## src/rtl/rtc_time_counter.sv

```systemverilog
// rtc_time_counter: divides a synchronous 32.768 kHz tick into seconds and keeps hh:mm:ss time-of-day with a load port.
// Latency: one clkin1 cycle from tick edge or load to outputs. Backpressure: none. Optional alarm via RTC_TIME_COUNTER_ALARM_EN.
module rtc_time_counter #(
  parameter int TICKS_PER_SEC = 32768,
  parameter int SUB_W         = 15
) (
  input  logic       clkin1,
  input  logic       pll_rst,
  input  logic       tick_in,
  input  logic       load_valid,
  input  logic [4:0] load_hh,
  input  logic [5:0] load_mm,
  input  logic [5:0] load_ss,
  input  logic [4:0] alarm_hh,
  input  logic [5:0] alarm_mm,
  input  logic [5:0] alarm_ss,
  output logic       sec_pulse,
  output logic [4:0] hh,
  output logic [5:0] mm,
  output logic [5:0] ss,
  output logic       time_valid,
  output logic       load_err,
  output logic       alarm_hit
);

  localparam logic [SUB_W-1:0] SUB_MAX = SUB_W'(TICKS_PER_SEC - 1);

  logic             tick_d_q, tick_d_d;
  logic [SUB_W-1:0] sub_cnt_q, sub_cnt_d;
  logic [4:0]       hh_q, hh_d;
  logic [5:0]       mm_q, mm_d;
  logic [5:0]       ss_q, ss_d;
  logic             sec_pulse_q, sec_pulse_d;
  logic             time_valid_q, time_valid_d;
  logic             load_err_q, load_err_d;
  logic             tick_edge;
  logic             load_ok;

  always_comb begin
    tick_edge    = tick_in & ~tick_d_q;
    load_ok      = (load_hh <= 5'd23) && (load_mm <= 6'd59) && (load_ss <= 6'd59);
    tick_d_d     = tick_in;
    sub_cnt_d    = sub_cnt_q;
    hh_d         = hh_q;
    mm_d         = mm_q;
    ss_d         = ss_q;
    sec_pulse_d  = 1'b0;
    time_valid_d = time_valid_q;
    load_err_d   = 1'b0;

    if (load_valid && load_ok) begin
      // A valid load swallows any coincident edge and restarts the second.
      hh_d         = load_hh;
      mm_d         = load_mm;
      ss_d         = load_ss;
      sub_cnt_d    = '0;
      time_valid_d = 1'b1;
    end else begin
      load_err_d = load_valid;
      if (tick_edge) begin
        if (sub_cnt_q == SUB_MAX) begin
          sub_cnt_d   = '0;
          sec_pulse_d = 1'b1;
          if (ss_q == 6'd59) begin
            ss_d = 6'd0;
            if (mm_q == 6'd59) begin
              mm_d = 6'd0;
              hh_d = (hh_q == 5'd23) ? 5'd0 : hh_q + 5'd1;
            end else begin
              mm_d = mm_q + 6'd1;
            end
          end else begin
            ss_d = ss_q + 6'd1;
          end
        end else begin
          sub_cnt_d = sub_cnt_q + SUB_W'(1);
        end
      end
    end
  end

  // tick_d resets high so a wave already high at reset release is not an edge.
  always_ff @(posedge clkin1 or negedge pll_rst) begin
    if (!pll_rst) begin
      tick_d_q     <= 1'b1;
      sub_cnt_q    <= '0;
      hh_q         <= 5'd0;
      mm_q         <= 6'd0;
      ss_q         <= 6'd0;
      sec_pulse_q  <= 1'b0;
      time_valid_q <= 1'b0;
      load_err_q   <= 1'b0;
    end else begin
      tick_d_q     <= tick_d_d;
      sub_cnt_q    <= sub_cnt_d;
      hh_q         <= hh_d;
      mm_q         <= mm_d;
      ss_q         <= ss_d;
      sec_pulse_q  <= sec_pulse_d;
      time_valid_q <= time_valid_d;
      load_err_q   <= load_err_d;
    end
  end

`ifdef RTC_TIME_COUNTER_ALARM_EN
  logic alarm_hit_q, alarm_hit_d;

  // Compare only right after a counted second, so a load onto the alarm time stays silent.
  always_comb begin
    alarm_hit_d = sec_pulse_q && time_valid_q &&
                  ({hh_q, mm_q, ss_q} == {alarm_hh, alarm_mm, alarm_ss});
  end

  always_ff @(posedge clkin1 or negedge pll_rst) begin
    if (!pll_rst) alarm_hit_q <= 1'b0;
    else          alarm_hit_q <= alarm_hit_d;
  end

  assign alarm_hit = alarm_hit_q;
`else
  logic unused_alarm;
  assign unused_alarm = ^{alarm_hh, alarm_mm, alarm_ss};
  assign alarm_hit    = 1'b0;
`endif

  assign sec_pulse  = sec_pulse_q;
  assign hh         = hh_q;
  assign mm         = mm_q;
  assign ss         = ss_q;
  assign time_valid = time_valid_q;
  assign load_err   = load_err_q;

endmodule

```

## config.mk

```make
export PLATFORM = sky130hd
export DESIGN_NAME = rtc_time_counter
export DESIGN_NICKNAME = d
export VERILOG_FILES = /design/src/rtl/rtc_time_counter.sv
export SDC_FILE = /design/constraint.sdc
export NUM_CORES = 1
export LEC_CHECK = 0
export ABC_AREA = 0
export BUFFER_PORTS_ARGS = -buffer_cell sky130_fd_sc_hd__buf_2
export CAP_MARGIN = 10
export CORE_MARGIN = 2
export CORE_UTILIZATION = 55
export DETAILED_ROUTE_END_ITERATION = 16
export PLACE_DENSITY = 0.82
export SLEW_MARGIN = 20
export SYNTH_ARGS = -nofsm -noshare
export SYNTH_HDL_FRONTEND = slang
export SYNTH_SLANG_ARGS = --single-unit
```

## constraint.sdc

```tcl
create_clock -name clkin1 -period 4.3 [get_ports clkin1]
set_input_delay 0.86 -clock clkin1 [delete_from_list [all_inputs] [get_ports clkin1]]
set_output_delay 0.86 -clock clkin1 [all_outputs]
set_load 0.05 [all_outputs]
```

==> results.sh <==
export IMPL_cts_hold_buffers_added=0
export IMPL_grt_max_degree=37
export IMPL_crit_slowest_cell="or4b_1"
export IMPL_drt_drc_violations_left=0
export IMPL_place_congestion=0.854
export IMPL_hold_path_endpoint="time_valid$_DFFE_PN0P_"
export IMPL_clock_tree_buffer_depth=2
export IMPL_hold_path_cell_count=1
export IMPL_core_area_sq_mm=0.00342
export IMPL_vias=1803
export IMPL_numClockSinks=36
export IMPL_fraction_of_final_layout_cells_sized_beyond_drive_strength_1_pct=20.8
export IMPL_syn_area_per_cell_sq_um=9.01
export IMPL_place_port_buffers=40
export IMPL_number_of_antenna_violations_at_the_first_check_in_global_routing=0
export IMPL_worst_skew_pair_late_latency_ps=350
export IMPL_wl_per_cell_um=14.6
export IMPL_die_w_um=64.4
export IMPL_startpoint_class_of_the_critical_path="primary input"
export IMPL_critPathMaxStageDelay_ps=500
export IMPL_period_needed_ps=2300
export IMPL_synth_area_sq_mm=0.00201
export IMPL_vdd_drop_max_uv=267
export IMPL_hold_worst_slack_ps=470
export IMPL_via_per_inst=5.80
export IMPL_via_count_of_the_first_global_routing_pass=1766
export IMPL_power_leakage_nw=1.02
export IMPL_final_hold_viol_count=0
export IMPL_worst_path_max_fanout=11
export IMPL_worstPathArrival_ps=2580
export IMPL_antenna_violating_nets_post_route=0
export IMPL_netlist_instances=223
export IMPL_synth_seq_area_share_pct=44.9
export IMPL_design_die_area_sq_mm=0.00415
export IMPL_worst_slew_pin_slew_ps=803
export IMPL_detail_route_first_pass_iterations=4
export IMPL_setup_worst_path_class="primary input to flop"
export IMPL_grt_overflow_total=0
export IMPL_timing_clock_skew_ps=13.0
export IMPL_total_chip_power_mw=0.804
export IMPL_area_growth_pct=14.8
export IMPL_timing_fmax_mhz=435
export IMPL_worst_setup_hold_path_clk_slew_ps=110
export IMPL_syn_num_nets=265
export IMPL_dr_first_iter_drc_count=110
export IMPL_postCtsSetupRepairBufs=0
export IMPL_synth_warnings=0
export IMPL_status="finished, final reports clean"
export IMPL_first_pass_grt_wire_length_um=7900
export IMPL_antenna_diode_count=0
export IMPL_detailedPlacementHpwl_um=3240
export IMPL_post_route_cell_area_sq_mm=0.00230
export IMPL_hp_class="flop to flop"
export IMPL_num_fill_cells=290
export IMPL_tritoncts="built"
export IMPL_rsz0062_at_grt="no"
export IMPL_timing_critical_path_to_type="flop"
export IMPL_reg2reg_from="sub_cnt_q[0]$_DFFE_PN0P_"
export IMPL_final_util_pct=67.5
export IMPL_ys_ff_latch=36
export IMPL_finalSetupTns_ps=0
export IMPL_cts_repair_resized=0
export IMPL_worstPathRequired_ps=4580
export IMPL_htreeDepth=2
export IMPL_cp_top_family="simple AND/OR/NAND/NOR gates"
export IMPL_timing_rr_end="mm[5]$_DFFE_PN0P_"
export IMPL_hold_start="time_valid$_DFFE_PN0P_"
export IMPL_core_rowCount=21
export IMPL_initial_standard_cell_utilization_of_the_core_pct=58.8
export IMPL_setup_violations_final=0
export IMPL_critical_path_buf_inv_count=1
export IMPL_rrSetupSlack_ps=2010
export IMPL_crit_chain="buf_2, nand2b_1, nor4_2, nand3_2, or4b_1, a31oi_1"
export IMPL_synth_cell_types=41
export IMPL_placement_cell_area_sq_mm=0.00225
export IMPL_finalMaxSlewViolations=0
export IMPL_fin_nets=306
export IMPL_grt_use_total_pct=24.6
export IMPL_drv_max_cap_violation_count=0
export IMPL_ctsRootBufferMaster="clkbuf_4"
export IMPL_timing_max_slew_rel_slack_pct=46.5
export IMPL_cts_buffers_inserted=5
export IMPL_pin_count=59
export IMPL_die_height_um=64.4
export IMPL_finalCritPeriodShare_pct=53.5
export IMPL_power_per_cell_area_mw_per_mm2=349
export IMPL_wirelength_um=4530
export IMPL_ff2ff_path_depth=6
## where the power goes
| part | leakage, nW | internal, mW | switching, mW |
|---|---|---|---|
| registers | 0.451 | 0.365 | 0.0360 |
| logic | 0.534 | 0.0578 | 0.153 |
| clock network | 0.0326 | 0.0807 | 0.112 |
| total | 1.02 | 0.503 | 0.301 |
## worst max-delay path by stage
stage / end / from / cells past startpoint
after floorplan: mm[5]$_DFFE_PN0P_ / ss[0]$_DFFE_PN0P_ / 6
after global placement: hh[4]$_DFFE_PN0P_ / tick_in / 6
after detailed placement: hh[4]$_DFFE_PN0P_ / tick_in / 6
after CTS: hh[4]$_DFFE_PN0P_ / tick_in / 6
after global routing: mm[5]$_DFFE_PN0P_ / sub_cnt_q[0]$_DFFE_PN0P_ / 6
final: hh[4]$_DFFE_PN0P_ / tick_in / 6
## cell usage in the layout (no fill, tap or decap), drive strengths merged, types with 7 or more instances in the layout
master	Yosys	final
a21oi	7	7
mux2i	7	7
buf	2	42
nand2	25	25
nand3	14	14
clkbuf	6	8
xor2	7	7
a31oi	10	10
nand4	9	9
nor2	35	35
dfrtp	35	35
o21ai	14	14
## kinds of logic (layout without fill, tap and decap cells)
| kind of cell | Yosys count | in the layout | share of synthesized area [%] |
|---|---|---|---|
| simple gates | 114 | 114 | 30.0 |
| compound gates | 40 | 40 | 12.0 |
| flops | 36 | 36 | 44.9 |
| xor+xnor | 11 | 11 | 4.80 |
| buf+inv | 10 | 52 | 2.12 |
| mux | 7 | 7 | 3.49 |
| fa+ha+maj | 4 | 4 | 2.49 |
| other cells | 1 | 1 | 0.187 |
## cells in the mapped netlist
master	instances	area, sq um
dfrtp_1	35	876
nand4_1	9	56.3
nand3_1	11	55.1
and4_1	1	8.76
inv_1	2	7.51
and3_1	3	18.8
nor3b_1	2	15.0
nand2b_1	2	12.5
dfstp_2	1	26.3
a21oi_1	7	35.0
o211ai_1	2	15.0
o21ai_0	14	70.1
nor2_1	35	131
a211oi_1	3	22.5
clkbuf_1	6	22.5
nand3_4	1	17.5
buf_2	1	5.00
nand3_2	2	20.0
nor4_2	1	12.5
a311oi_1	1	8.76
conb_1	1	3.75
nand4b_1	1	8.76
nor2b_1	3	18.8
or4b_1	1	10.0
a31oi_1	10	62.6
a21o_1	1	7.51
mux2i_1	7	70.1
nand3b_1	1	7.51
or3_1	5	31.3
or4_1	1	7.51
buf_4	1	7.51
o311a_1	1	10.0
nand2_1	25	93.8
nor3_2	1	10.0
nor4_4	1	21.3
nor3_1	4	20.0
nor4_1	4	25.0
xor2_1	7	61.3
xnor2_1	4	35.0
a221o_1	1	10.0
ha_1	4	50.1
## routing by layer
layer | vias to the layer above | part of all wire (%) | global-route usage [%]
met5 | - | 0 | 0
met4 | 0 | 1.5 | 8.78
met3 | 8 | 5.6 | 6.08
met2 | 54 | 48 | 40.2
met1 | 851 | 45 | 31.8
li1 | 890 | - | -
## through the flow
step	cells	setup WS, ps
CTS	311	2010
global placement	303	1680
global route	311	1810
finish	311	2000
floorplan	223	2070
detailed placement	303	1640
## worst reg2reg max path, cell delays in order, from the launching register on
cell and delay [ps]:
dfrtp_1 430, ha_1 220, nand3_1 140, nor4_1 460
nand2_1 260, or4_1 520, a31oi_1 180
## registers in the layout, indices dropped and copies added (netlist names)
name / count
sub_cnt_q: 15
mm: 6
ss: 6
hh: 5
load_err: 1
sec_pulse: 1
tick_d_q: 1
time_valid: 1
## layout make-up
class / instances / area, sq um / share of cell area (%)
inverter: 2 / 7.51 / 0.326
tap: 46 / 57.6 / 2.50
multi-input combinational: 177 / 1060 / 46.1
timing repair buffer: 42 / 215 / 9.34
clock buffer: 8 / 58.8 / 2.55
sequential: 36 / 902 / 39.1
(Power assumes the default switching activity.)
